==> src/rtl/fabric_boot_manager.sv <==
// Bitstream-source manager: synchronises reset/mode, routes the selected source to the
// config engine and sequences startup boot, warmboot, fallback retry and load watchdog.
//   state   | meaning
//   BOOT    | first cycle after reset release, picks flash boot or passive
//   IDLE    | configured, waiting for warmboot or mode change
//   START   | start pulse issued to flash controller this cycle
//   LOAD    | flash/config engine loading, watchdog running
//   PASSIVE | external source drives the config engine, no starts
//   ERROR   | load failed after fallback retry
module fabric_boot_manager #(
  parameter int NUM_SOURCES    = 2,
  parameter int DATA_W         = 32,
  parameter int SLOT_W         = 4,
  parameter int TIMEOUT_CYCLES = 1048576,
  parameter int FALLBACK_SLOT  = 0,
  parameter int SYNC_STAGES    = 2,
  parameter int CNT_W          = 8,
  localparam int SRC_W         = (NUM_SOURCES > 1) ? $clog2(NUM_SOURCES) : 1
) (
  input  logic                          clk,
  input  logic                          rst_n,
  input  logic [SRC_W-1:0]              mode_i,
  input  logic [NUM_SOURCES*DATA_W-1:0] src_data_i,
  input  logic [NUM_SOURCES-1:0]        src_valid_i,
  output logic                          ctrl_start_o,
  output logic [SLOT_W-1:0]             ctrl_slot_o,
  input  logic                          ctrl_busy_i,
  input  logic                          cfg_busy_i,
  input  logic                          cfg_configured_i,
  input  logic                          warmboot_req_i,
  input  logic [SLOT_W-1:0]             warmboot_slot_i,
  output logic                          rst_n_sync_o,
  output logic [DATA_W-1:0]             bs_data_o,
  output logic                          bs_valid_o,
  output logic [SRC_W-1:0]              src_sel_o,
  output logic                          busy_o,
  output logic                          error_o,
  output logic [CNT_W-1:0]              boot_count_o
);

  localparam int TMR_W = $clog2(TIMEOUT_CYCLES);

  typedef enum logic [2:0] {
    S_BOOT, S_IDLE, S_START, S_LOAD, S_PASSIVE, S_ERROR
  } state_t;

  state_t                             state, state_nxt;
  logic [SYNC_STAGES-1:0]             rst_sync;
  logic [SYNC_STAGES-1:0][SRC_W-1:0]  mode_sync;
  logic [SRC_W-1:0]                   mode_s, mode_v;
  logic                               wb_q, wb_edge;
  logic                               q_valid;
  logic [SLOT_W-1:0]                  q_slot;
  logic                               seen, retried;
  logic [TMR_W-1:0]                   tmr;
  logic                               tmr_tc, load_done;
  logic                               launch;
  logic [SLOT_W-1:0]                  launch_slot;
  logic [DATA_W-1:0]                  sel_data;
  logic                               sel_valid;

  always_ff @(posedge clk or negedge rst_n) begin
    if (!rst_n) rst_sync <= '0;
    else        rst_sync <= {rst_sync[SYNC_STAGES-2:0], 1'b1};
  end
  assign rst_n_sync_o = rst_sync[SYNC_STAGES-1];

  // Mode chain runs off the raw reset so mode_s is settled by the time BOOT samples it.
  always_ff @(posedge clk or negedge rst_n) begin
    if (!rst_n) mode_sync <= '0;
    else        mode_sync <= {mode_sync[SYNC_STAGES-2:0], mode_i};
  end
  assign mode_s = mode_sync[SYNC_STAGES-1];
  assign mode_v = (int'(mode_s) < NUM_SOURCES) ? mode_s : '0;

  assign wb_edge   = warmboot_req_i & ~wb_q;
  assign tmr_tc    = (tmr == '0);
  assign load_done = seen & ~ctrl_busy_i & ~cfg_busy_i;
  assign busy_o    = !(state inside {S_IDLE, S_PASSIVE, S_ERROR}) || cfg_busy_i;

  always_comb begin
    sel_data  = '0;
    sel_valid = 1'b0;
    for (int k = 0; k < NUM_SOURCES; k++) begin
      if (src_sel_o == SRC_W'(k)) begin
        sel_data  = src_data_i[k*DATA_W +: DATA_W];
        sel_valid = src_valid_i[k];
      end
    end
  end

  always_comb begin
    state_nxt   = state;
    launch      = 1'b0;
    launch_slot = '0;
    case (state)
      S_BOOT:
        if (mode_v == '0) launch = 1'b1;
        else              state_nxt = S_PASSIVE;
      S_IDLE:
        if (mode_v != '0) state_nxt = S_PASSIVE;
        else if (wb_edge) begin
          launch      = 1'b1;
          launch_slot = warmboot_slot_i;
        end else if (q_valid) begin
          launch      = 1'b1;
          launch_slot = q_slot;
        end
      S_START: state_nxt = S_LOAD;
      S_LOAD:
        if (load_done && cfg_configured_i) state_nxt = S_IDLE;
        else if (load_done || tmr_tc) begin
          if (!retried) begin
            launch      = 1'b1;
            launch_slot = SLOT_W'(FALLBACK_SLOT);
          end else begin
            state_nxt = S_ERROR;
          end
        end
      S_PASSIVE:
        if (mode_v == '0 && !cfg_busy_i) state_nxt = S_IDLE;
      S_ERROR:
        if (wb_edge) begin
          launch      = 1'b1;
          launch_slot = warmboot_slot_i;
        end else if (mode_v != '0) begin
          state_nxt = S_PASSIVE;
        end
      default: state_nxt = S_IDLE;
    endcase
    if (launch) state_nxt = S_START;
  end

  always_ff @(posedge clk or negedge rst_n_sync_o) begin
    if (!rst_n_sync_o) begin
      state        <= S_BOOT;
      ctrl_start_o <= 1'b0;
      ctrl_slot_o  <= '0;
      boot_count_o <= '0;
      error_o      <= 1'b0;
      src_sel_o    <= '0;
      bs_data_o    <= '0;
      bs_valid_o   <= 1'b0;
      wb_q         <= 1'b0;
      q_valid      <= 1'b0;
      q_slot       <= '0;
      seen         <= 1'b0;
      retried      <= 1'b0;
      tmr          <= '0;
    end else begin
      state        <= state_nxt;
      ctrl_start_o <= launch;
      wb_q         <= warmboot_req_i;
      bs_data_o    <= sel_data;
      bs_valid_o   <= sel_valid;
      if (launch) begin
        ctrl_slot_o <= launch_slot;
        if (boot_count_o != '1) boot_count_o <= boot_count_o + CNT_W'(1);
      end
      if (state inside {S_IDLE, S_PASSIVE, S_ERROR} && !cfg_busy_i) src_sel_o <= mode_v;
      // Queue holds the most recent edge seen while a load is in flight.
      if (state inside {S_START, S_LOAD} && wb_edge) begin
        q_valid <= 1'b1;
        q_slot  <= warmboot_slot_i;
      end
      case (state)
        S_IDLE:
          if (launch) q_valid <= 1'b0;
        S_START: begin
          seen <= 1'b0;
          tmr  <= TMR_W'(TIMEOUT_CYCLES - 1);
        end
        S_LOAD: begin
          if (ctrl_busy_i) seen <= 1'b1;
          if (!tmr_tc) tmr <= tmr - TMR_W'(1);
          if (state_nxt == S_IDLE)  retried <= 1'b0;
          if (launch)               retried <= 1'b1;
          if (state_nxt == S_ERROR) error_o <= 1'b1;
        end
        S_ERROR:
          if (launch) begin
            retried <= 1'b0;
            error_o <= 1'b0;
            q_valid <= 1'b0;
          end else if (state_nxt == S_PASSIVE) begin
            error_o <= 1'b0;
          end
        default: ;
      endcase
    end
  end

endmodule

==> config.mk <==
export PLATFORM = sky130hd
export DESIGN_NAME = fabric_boot_manager
export DESIGN_NICKNAME = d
export VERILOG_FILES = /design/src/rtl/fabric_boot_manager.sv
export SDC_FILE = /design/constraint.sdc
export NUM_CORES = 1
export LEC_CHECK = 0
export ABC_AREA = 1
export BUFFER_PORTS_ARGS = -buffer_cell sky130_fd_sc_hd__buf_2
export CORE_ASPECT_RATIO = 0.7
export CORE_MARGIN = 10
export CORE_UTILIZATION = 50
export DETAILED_ROUTE_END_ITERATION = 10
export PLACE_DENSITY_LB_ADDON = 0.2
export SLEW_MARGIN = 30
export SYNTH_ARGS = -nofsm -noshare
export SYNTH_HDL_FRONTEND = slang
export SYNTH_SLANG_ARGS = --single-unit
==> constraint.sdc <==
create_clock -name clk -period 3.3 [get_ports clk]
set_input_delay 0.33 -clock clk [delete_from_list [all_inputs] [get_ports clk]]
set_output_delay 0.33 -clock clk [all_outputs]
set_load 0.05 [all_outputs]
* Yosys cells after proc, flatten, opt, wreduce, memory -nomap -nowiden
Index checks and enable logic that the tools add are counted.
** Storage, ports and cells
- Register bits :: 83
- Bits of input ports :: 77
- Output and inout port bits :: 50
- Word-level logic and storage cells :: 100
** Cells by class
- Add/sub/neg operators :: 2
- Equality and inequality tests :: 15
- Multiplexer cells :: 39
- Bitwise logic cells :: 7
- Reduce and logical (&&, ||, !) cells :: 20
** Operators with widths (number)
- case mux 20 bit (2 select lines) :: 1
- two-way mux 32 bit :: 1
- two-way mux 3 bit :: 7
- logical NOT 20 bit :: 1
- two-way mux 20 bit :: 1
- subtractor 20 x 1 -> 20 bit, second input constant :: 1
- two-way mux 1 bit :: 19
- two-way mux 4 bit :: 4
- case mux 3 bit (5 select lines) :: 1
- equality test 3 bit, second input constant :: 4
- adder 8 x 1 -> 8 bit, second input constant :: 1
- inequality test 8 bit, second input constant :: 1
- case mux 4 bit (2 select lines) :: 1
- equality test 3 x 1 -> 1 bit, second input constant :: 2
- equality test 3 x 2 -> 1 bit, second input constant :: 2
- inequality test 2 bit, second input constant :: 3
- inequality test 3 x 2 -> 1 bit, second input constant :: 2
- case mux 1 bit (2 select lines) :: 3
- AND reduction 2 bit :: 3
- AND reduction 3 bit :: 2
- logical AND 1 bit :: 4
- NOT 1 bit :: 4
- case mux 1 bit (4 select lines) :: 1
- nonzero test 2 bit :: 2
- 7 further kinds :: 12

* Depth between registers and ports, before layout
- Depth after elaboration :: 12
- Depth in mapped cells :: 13
- Mapped depth without buffers :: 13

* Worst setup path before layout
No wires, ideal clock.
- Path kind :: reg2out
- Start point :: reg rst_sync[1]
- End point :: out rst_n_sync_o
- Arrival :: 2.294 ns
- Data required time :: 2.970 ns
- Setup slack :: 0.676 ns
- Cell stages (with the launch flop) :: 1
- Path through :: dfrtp_1
** RTL lines
- start, declared :: line 48 : logic [SYNC_STAGES-1:0] rst_sync;
- start signal, assigned :: line 64 : else rst_sync <= {rst_sync[SYNC_STAGES-2:0], 1'b1};
- end, declared :: line 32 : output logic rst_n_sync_o,
No word-level cell between the ends.

* Worst setup path after layout
- Start point :: reg tmr[1]
- End point :: reg tmr[6]
** On the way
- Word-level cells in the longest chain between the ends :: 3
- Elaborated cells on any way between the ends :: 6
- Those cells by class :: add/sub: 1; eq/ne: 1; mux: 2; reduce/logical: 2
** RTL lines
- start, declared :: line 55 : logic [TMR_W-1:0] tmr;
- start signal, assigned :: line 171 : tmr <= TMR_W'(TIMEOUT_CYCLES - 1);
- start signal, assigned :: line 175 : if (!tmr_tc) tmr <= tmr - TMR_W'(1);
- subtractor 20 x 1 -> 20 bit or logical NOT 20 bit (tied branches) :: line 175, 77
- two-way mux 20 bit or inequality test 2 bit (tied branches)
- case mux 20 bit (2 select lines) or AND reduction 2 bit (tied branches)
Several ways; a longest one is shown, not always the timed one. The select of a mux whose other input is x is not followed.
A chain may end at the register's enable or synchronous reset.

==> flow_summary.ini <==
[grt]
grt_pass1_vias = 3582
gr-total-overflow = 0
grt_start_max_net_pins = 76
antenna_found_initial = 0
grt_use_total_pct = 17.8
grt_pass1_wl_um = 17100

[timing]
slew_headroom_pct = 41.5
final_max_slew_viol_count = 0
fin_crit_sh_pct = 66.7
rsz0062_at_grt = no
hold_violations = 0
fin_skew_ns = 0.0105
whs_ns = 0.0731
fin_tns_setup_ns = 0
period_needed_ns = 2.20
worst_pin_slew_ns = 0.872
setup-violations-final = 0
fmax_mhz = 454

[clock_network]
cts_root_buf = clkbuf_8
cts_tree = yes
clock_sinks = 83
numCtsBuffers = 9
postCtsSetupBuffers = 0
cts.clk_slew.worst_paths_ns = 0.09
clk_latency_ns = 0.36
ctsHoldBuffers = 1
cts-htree-levels = 3
ctsResizeCount = 0
clk_path_buf_depth = 2

[yosys]
ys_ff_latch = 83
yosys.area_share.adder_pct = 0.658
synth-compound-area-share_pct = 8.09
async_flop_share_pct = 100
synthesis.nets = 543
synth_top_family_by_area = simple AND/OR/NAND/NOR gates
yosys-mux-area-fraction_pct = 0
seq_area_frac_synth_pct = 54.6
synth_cell_types = 34
avgSynthCellArea_sq_um = 8.19
synth-warning-count = 0
syn_inst = 464
mappedNetlistArea_sq_um = 3800
synth_edf_count = 0
synth_simple_gate_area_share_pct = 28.1
synth_top_flop_cell = dfrtp_1
synth-xor-area-share_pct = 3.22

[floorplan]
initial_core_util_pct = 51.7
num_rows = 26
die-height_um = 93.0
die_area_sq_um = 11500
io_pins = 127
core_area_sq_um = 7350
die_w_um = 124

[cells_and_area]
fin_cells = 698
final_cell_mix = nand2_1, buf_2, dfrtp_1
final_common_cell = nand2_1
fin_nets = 674
n_antenna_cell = 0
area.growth.synth_to_final_pct = 25.8
drive_above_1_share_pct = 26.8

[power]
p_sw_share_pct = 49.1
clockPowerShare_pct = 18.3
p_leak_nw = 2.53
power_frac_seq_pct = 33.8
p_int_mw = 2.32
peakVddDrop_v = 0.000529
p_switching_mw = 2.24
power_density_nw_per_um2 = 953
combinationalPowerShare_pct = 47.9

[critical_path]
r2r-end = tmr[6]
r2r_cells = 12
critical-path-max-stage-delay_ns = 0.38
critPathArrivalTime_ns = 2.45
critPathBufInv = 1
crit_slowest_cell = nand2_1
crit_fanout = 20
start_kind = register
cp_cell_sequence = inv_1, ha_1, nand2_1, nor2_1, nand3_1, nand2_1, nand2_1, nand2_1, nor2_1, nand2_1, nand2_1, nand2_1
path_delay_family = simple AND/OR/NAND/NOR gates
r2r-start = tmr[1]
critPathKind = register to register
crit_top_cell = nand2_1
reg2reg_slack_ns = 1.10
worst_setup_path_end_kind = register
crit_required_ns = 3.55

[drt]
wl_per_cell_um = 14.7
ant_nets = 0
vias = 3462
drtIter0Drc = 257
drcViolationCount = 0
wl_um = 10200
dr.pass1.iters = 5
viasPerCell = 4.96

[hold_path]
hold_depth = 1
hold_end = mode_sync[0]
hold_class = input port to register
min_from = mode_i

[job]
cap_violations = 0

[place]
place_inst = 681
io_buffers = 126
dp_hpwl_um = 8130
gp_congestion = 0.878

[outcome]
status = complete, no violations
[cell families after synthesis]
family	count (synthesis)
AO/OA/AOI/OAI	55
other	1
flip-flops	83
XOR/XNOR	14
adder cells (fa/ha/maj)	2
buffers and inverters	52
AND/OR/NAND/NOR	257
[routing by layer]
| layer | wire, um | GRT usage, % | vias up | part of all wire (%) |
|---|---|---|---|---|
| li1 | - | - | 1723 | - |
| met1 | 4490 | 21.3 | 1586 | 44 |
| met2 | 4380 | 27.2 | 139 | 43 |
| met3 | 1210 | 8.94 | 14 | 12 |
| met4 | 156 | 6.38 | 0 | 1.5 |
| met5 | 0 | 0 | - | 0 |
[state kept, by name (all words and copies together), names as in the netlist, 2 cells and up]
register	flops
state	3
rst_sync	2
q_slot	4
tmr	20
boot_count_o	8
ctrl_slot_o	4
bs_data_o	32
[Yosys cell counts (all sizes together) (2+ instances only)]
master  number  area share [%]
nand2      179              18
dfrtp       83              55
nor2        44             4.9
inv         42             4.1
o21ai       35             4.6
nand3       17             2.4
xor2        14             3.2
a21oi       10             1.4
clkbuf       8            0.79
nor3         7             1.2
nand4        5            0.82
a22oi        3            0.59
nand3b       3            0.59
a32o         2            0.53
ha           2            0.66
[worst max-delay path by stage]
stage,startpoint,endpoint,cells after the start
global placement,tmr[0],tmr[6],12
detailed placement,tmr[1],tmr[6],12
floorplan,rst_sync[1],boot_count_o[0],0
finish,tmr[1],tmr[6],12
CTS,tmr[1],tmr[6],12
global route,tmr[0],tmr[6],12
[metrics by stage]
step	area (sq um)	setup slack [ns]	total power, mW	util (%)
after floorplan	3800	0.465	3.19	-
after global placement	4540	1.30	3.70	61.7
after detailed placement	4540	1.15	3.75	61.7
after CTS	4780	1.12	4.59	65.0
after global routing	4780	0.913	4.86	65.0
final	4780	1.10	4.56	65.0
[layout make-up]
class	instances	area (sq um)
Clock inverter	7	105
Clock buffer	9	124
Sequential cell	83	2080
Fill cell	664	2570
Tap cell	98	123
Inverter	43	161
Timing Repair Buffer	129	659
Multi-Input combinational cell	329	1530
[power groups by stage]
stage	registers, mW	clock network [mW]	logic, mW
final	1.54	0.832	2.18
after global routing	1.58	0.893	2.39
after CTS	1.54	0.851	2.20
after detailed placement	1.56	0	2.19
after global placement	1.55	0	2.16
after floorplan	2.30	0	0.887
Power figures use the tool's default switching activity.
